===== config.mk =====
export PLATFORM = sky130hd
export DESIGN_NAME = sgdmac_apb_master
export DESIGN_NICKNAME = d
export VERILOG_FILES = /design/src/rtl/sgdmac_apb_master.sv
export SDC_FILE = /design/constraint.sdc
export NUM_CORES = 1
export LEC_CHECK = 0
export BUFFER_PORTS_ARGS = -buffer_cell sky130_fd_sc_hd__buf_2
export CORE_ASPECT_RATIO = 0.8
export CORE_MARGIN = 2
export CORE_UTILIZATION = 50
export CTS_CLUSTER_DIAMETER = 50
export DETAILED_ROUTE_END_ITERATION = 10
export PLACE_DENSITY_LB_ADDON = 0.2
export RECOVER_POWER = 100
export SYNTH_ARGS = -nofsm -noshare
export SYNTH_HDL_FRONTEND = slang
export SYNTH_SLANG_ARGS = --single-unit

===== constraint.sdc =====
create_clock -name clk -period 7.7 [get_ports clk]
set_clock_uncertainty 0.15 [all_clocks]
set_input_delay 0.77 -clock clk [delete_from_list [all_inputs] [get_ports clk]]
set_output_delay 0.77 -clock clk [all_outputs]
set_load 0.05 [all_outputs]

===== src/rtl/sgdmac_apb_master.sv =====
// APB requester for the SGDMAC configuration slave.
// Turns single-beat valid/ready commands into APB SETUP/ACCESS transfers and
// returns read data plus error/timeout status on a valid/ready response port.
module sgdmac_apb_master #(
  parameter int unsigned ADDR_W  = 12,
  parameter int unsigned DATA_W  = 32,
  parameter int unsigned TIMEOUT = 255
) (
  input  logic              clk,
  input  logic              rst,
  // command port
  input  logic              cmd_valid_i,
  output logic              cmd_ready_o,
  input  logic              cmd_write_i,
  input  logic [ADDR_W-1:0] cmd_addr_i,
  input  logic [DATA_W-1:0] cmd_wdata_i,
  // response port
  output logic              rsp_valid_o,
  input  logic              rsp_ready_i,
  output logic [DATA_W-1:0] rsp_rdata_o,
  output logic              rsp_slverr_o,
  output logic              rsp_timeout_o,
  // APB requester
  output logic              psel_o,
  output logic              penable_o,
  output logic [ADDR_W-1:0] paddr_o,
  output logic              pwrite_o,
  output logic [DATA_W-1:0] pwdata_o,
  input  logic              pready_i,
  input  logic [DATA_W-1:0] prdata_i,
  input  logic              pslverr_i
);

  localparam int unsigned CNT_W   = 8;
  localparam int unsigned CNT_MAX = (1 << CNT_W) - 1;
  // Limit clamped into the counter range; a zero TIMEOUT disables the abort.
  localparam logic [CNT_W-1:0] TO_LIM =
    (TIMEOUT > CNT_MAX) ? CNT_W'(CNT_MAX) : CNT_W'(TIMEOUT);
  localparam bit TO_EN = (TIMEOUT != 0);

  typedef enum logic [1:0] {
    IDLE   = 2'd0,
    SETUP  = 2'd1,
    ACCESS = 2'd2,
    RESP   = 2'd3
  } state_t;

  state_t           state;
  logic [CNT_W-1:0] wait_cnt;

  // Ready is a pure state decode so commands are only taken when idle.
  assign cmd_ready_o = (state == IDLE);

  // Transfer sequencer: state, wait counter and all registered outputs.
  always_ff @(posedge clk or posedge rst) begin
    if (rst) begin
      state         <= IDLE;
      wait_cnt      <= '0;
      psel_o        <= 1'b0;
      penable_o     <= 1'b0;
      paddr_o       <= '0;
      pwrite_o      <= 1'b0;
      pwdata_o      <= '0;
      rsp_valid_o   <= 1'b0;
      rsp_rdata_o   <= '0;
      rsp_slverr_o  <= 1'b0;
      rsp_timeout_o <= 1'b0;
    end else begin
      case (state)
        IDLE: begin
          if (cmd_valid_i) begin
            paddr_o   <= cmd_addr_i;
            pwrite_o  <= cmd_write_i;
            pwdata_o  <= cmd_wdata_i;
            psel_o    <= 1'b1;
            penable_o <= 1'b0;
            wait_cnt  <= '0;
            state     <= SETUP;
          end
        end
        SETUP: begin
          penable_o <= 1'b1;
          state     <= ACCESS;
        end
        ACCESS: begin
          if (pready_i) begin
            // Completion wins over a timeout reached in the same cycle.
            psel_o        <= 1'b0;
            penable_o     <= 1'b0;
            rsp_valid_o   <= 1'b1;
            rsp_rdata_o   <= pwrite_o ? '0 : prdata_i;
            rsp_slverr_o  <= pslverr_i;
            rsp_timeout_o <= 1'b0;
            state         <= RESP;
          end else if (TO_EN && (wait_cnt == TO_LIM)) begin
            psel_o        <= 1'b0;
            penable_o     <= 1'b0;
            rsp_valid_o   <= 1'b1;
            rsp_rdata_o   <= '0;
            rsp_slverr_o  <= 1'b1;
            rsp_timeout_o <= 1'b1;
            state         <= RESP;
          end else if (wait_cnt != CNT_W'(CNT_MAX)) begin
            wait_cnt <= wait_cnt + CNT_W'(1);
          end
        end
        RESP: begin
          if (rsp_ready_i) begin
            rsp_valid_o <= 1'b0;
            state       <= IDLE;
          end
        end
        default: begin
          state <= IDLE;
        end
      endcase
    end
  end

endmodule


[Word level (Yosys, flattened, before mapping)]
Index checks and enable logic that the tools add are counted.
Cells by class
  muxes and demuxes: 25
  equality and inequality tests: 11
  add/subtract/negate cells: 1
  reductions and logical operators: 12
Operators with widths (number)
  $mux 32: 3
  $mux 8: 4
  $pmux 8 s2: 1
  $reduce_and 3->1: 4
  $ne 2x2->1 const B: 5
  $mux 1: 9
  $add 8x1->8 const B: 1
  $eq 8x8->1 const B: 1
  $mux 2: 4
  $ne 8x8->1 const B: 1
  $pmux 2 s4: 1
  $reduce_bool 2->1: 3
  $reduce_and 5->1: 1
  $eq 2x2->1 const B: 2
  $pmux 1 s2: 2
  $reduce_and 2->1: 2
  $ne 3x3->1 const B: 1
  $pmux 1 s3: 1
  $reduce_bool 3->1: 1
  $eq 2x1->1 const B: 1
  $logic_not 2->1: 1
Storage, ports and cells
  word-level logic and storage cells: 60
  register bits after elaboration: 92

[Longest topological paths before layout]
  depth in word-level cells: 5
  depth in mapped cells: 7

[Least setup slack after synthesis]
OpenSTA, ideal clock, no wires.
  path kind: reg-to-reg
  from: reg state[0]
  to: reg paddr_o[0]
  path buffers: 1
  cell stages (with the launch flop): 6
  arrival: 1880 ps
  data required time: 7425 ps
  period minus slack after synthesis: 2154 ps
  library setup time: 125 ps
  setup slack: 5546 ps
  cells stage by stage: dfrtp_1 -> inv_1 -> ha_1 -> nand2_1 -> buf_2 -> mux2_2
On the way
  longest elaborated chain between the ends: 2
RTL lines
  start: declaration: line 48  | state_t state;
  start signal: assignment: line 57  | state <= IDLE;
  start signal: assignment: line 78  | state <= SETUP;
  start signal: assignment: line 83  | state <= ACCESS;
  $logic_not 2->1
  via cmd_ready_o: line 13  | output logic cmd_ready_o,
  $reduce_and 2->1 (no line)
  end signal: assignment: line 72  | paddr_o <= cmd_addr_i;
  end: declaration: line 26  | output logic [ADDR_W-1:0] paddr_o,
The timed path passes the listed nets, and every way through them passes these cells.
A chain may end at the register's enable or synchronous reset.

==> reports/metrics.cfg <==
[clocking]
ctsResizeCount = 0
cts.sinks = 92
clkTransAtPathRegs_ns = 0.08
postCtsSetupRepairBufs = 0
root_buffer = clkbuf_8
ctsHoldBuffers = 0
cts_htree_levels = 3
cts_buffer_depth = 2
cts_made_buffers = 9
cts_tree = yes
clk_latency_ns = 0.35

[critical_path]
reg2reg_slack_ns = 3.73
critPathLaunch = rst
timing.rr.end = wait_cnt[6]
reg2regPathDepth = 6
worst-setup-path-type = input port to async pin
slowest_delay_ns = 2.15
path_cells = buf_2, clkinvlp_2, clkbuf_1
crit_slowest_cell = clkbuf_1
cp_num_buf_inv = 3
r2r-start = state[0]
crit_family = buffers and inverters
path_depth = 3
cp-start-kind = input port
cp_max_fo = 57
end_kind = async pin
crit_path_end = paddr_o[9]
crit_arrival_ns = 3.94
cp.required_ns = 7.36

[synthesis]
synthTopCellsByCount = dfrtp_1, mux2_2, a22o_1, nand2_1
netlist_area_mm2 = 0.00372
synth_cell_types = 39
synth.avg_cell_area_um2 = 14.2
synthMostInstantiatedCell = dfrtp_1
ys_top_cells_by_area = dfrtp_1, mux2_2, a22o_1, ha_1, buf_2
yosys_warnings = 0
synth_cells = 263
syn_nets = 352
async_flop_share_pct = 100
ys_ff_latch = 92
synth.yosys.seq_area_share_pct = 61.8
yosysTopAreaCellShare_pct = 61.8
synth_top_area_cell = dfrtp_1
ys.flop_type = dfrtp_1
synth_edf_count = 0

[layout]
nNetsFinal = 515
post_route_cells_drive_above_1_share_pct = 34.0
area_growth_pct = 25.0
fillCellCount = 627
n_antenna_cell = 0
multi_input_area_mm2 = 0.00128
finalInstanceArea_mm2 = 0.00465
regArea_mm2 = 0.00230

[drt]
drtIter0Drc = 104
vias = 2753
first_pass_iters = 4
post-route-drc-count = 0
drt-total-wl_um = 8130
viasPerCell = 5.29
ant_nets = 0
wl_per_cell_um = 15.6

[floorplanning]
initial_core_util_pct = 50.8
ios = 166
num_rows = 28
die_h_um = 81.2
die_w_um = 100
core_mm2 = 0.00732
dieArea_mm2 = 0.00816

[global_route]
grt_usage_pct = 19.7
grt_pass1_wl_um = 12500
antenna_found_initial = 0
grt_pass1_vias = 2578
grt_max_degree = 58
overflow = 0

[job]
cap_violations = 4

[placed_design]
placed_area_mm2 = 0.00459
place_ws_ns = 4.89
hpwlAfterDp_um = 5670
port_buffers = 165
place_congestion = 0.842

[outcome]
outcome = complete, but fails checks
violations = max-capacitance violations, max-slew violations

[worst_hold_path]
hp-class = flop to flop
holdPathStages = 1

[sta]
period_share_pct = 55.6
worst_slack_ns = 3.42
fmax_ghz = 0.234
slew_viol_final = 177
period_minus_slack_ns = 4.28
tns_ns = 0
setup_viol = 0
finalHoldViolations = 0
worst_slew_pin_slew_ns = 2.94
rsz0062_at_grt = false
relSlewSlack_pct = -96.2

worst min path at each step:
stage	start	end
after floorplan	wait_cnt[6]	wait_cnt[6]
after global placement	penable_o	penable_o
after detailed placement	penable_o	penable_o
after CTS	rst	pwdata_o[31]
after global routing	pwdata_o[15]	pwdata_o[15]
final	penable_o	penable_o
state kept, by name, indices dropped and copies added, names as in the netlist:
name / flops
pwdata_o: 32
rsp_rdata_o: 32
paddr_o: 12
wait_cnt: 8
state: 2
penable_o: 1
psel_o: 1
pwrite_o: 1
rsp_slverr_o: 1
rsp_timeout_o: 1
rsp_valid_o: 1
routing by layer:
| metal | part of all wire [%] | global-route usage [%] | vias to the layer above | wire length [µm] |
|---|---|---|---|---|
| li1 | - | - | 1288 | - |
| met1 | 42 | 25.2 | 1333 | 3450 |
| met2 | 47 | 30.6 | 116 | 3790 |
| met3 | 8.8 | 8.43 | 16 | 717 |
| met4 | 2.1 | 6.30 | 0 | 171 |
| met5 | 0 | 0 | - | 0 |
cells in the final DEF (no fill, tap or decap), types with 2 or more instances in the layout:
master      netlist  routed
dfrtp_1          92      92
clkbuf_1          3      86
buf_2             8      82
mux2_2           45      45
a22o_1           32      32
nand2_1          10      10
clkbuf_8          1       9
a21oi_1           6       8
o21ai_0           8       8
inv_1             7       6
ha_1              6       6
nor2_1            6       5
nand3_1           5       5
a31oi_1           3       4
a41oi_1           2       2
a211o_1           2       2
nand4_1           2       2
mux2i_1           2       2
nor4_1            2       2
clkinvlp_4        0       2
bufinv_16         0       2
cell families after synthesis:
family | after synthesis | share of synthesized area [%]
AND/OR/NAND/NOR | 34 | 4.94
AO/OA/AOI/OAI | 61 | 13.3
buffers and inverters | 21 | 3.06
adder cells (fa/ha/maj) | 6 | 2.02
flip-flops | 92 | 61.8
multiplexers | 49 | 14.9
through the flow:
stage,hold WS (ns),util (%),cells
2_1_floorplan,0.336,-,263
3_3_place_gp,0.318,62.6,505
4_1_cts,0.324,65.5,520
3_5_place_dp,0.319,62.6,505
6_report,0.342,63.5,520
5_1_grt,0.370,63.5,520
area by class of cell:
type	instances	share of cell area [%]
clock buffer	11	2.82
clock inverter	4	1.61
inverter	7	0.592
multi-input combinational	150	27.5
sequential	92	49.5
tap	90	2.42
timing repair buffer	166	15.6
Power is left out: the tool's default activity adds up to more than one toggle a clock period on the data nets, which glitch-free logic cannot reach.
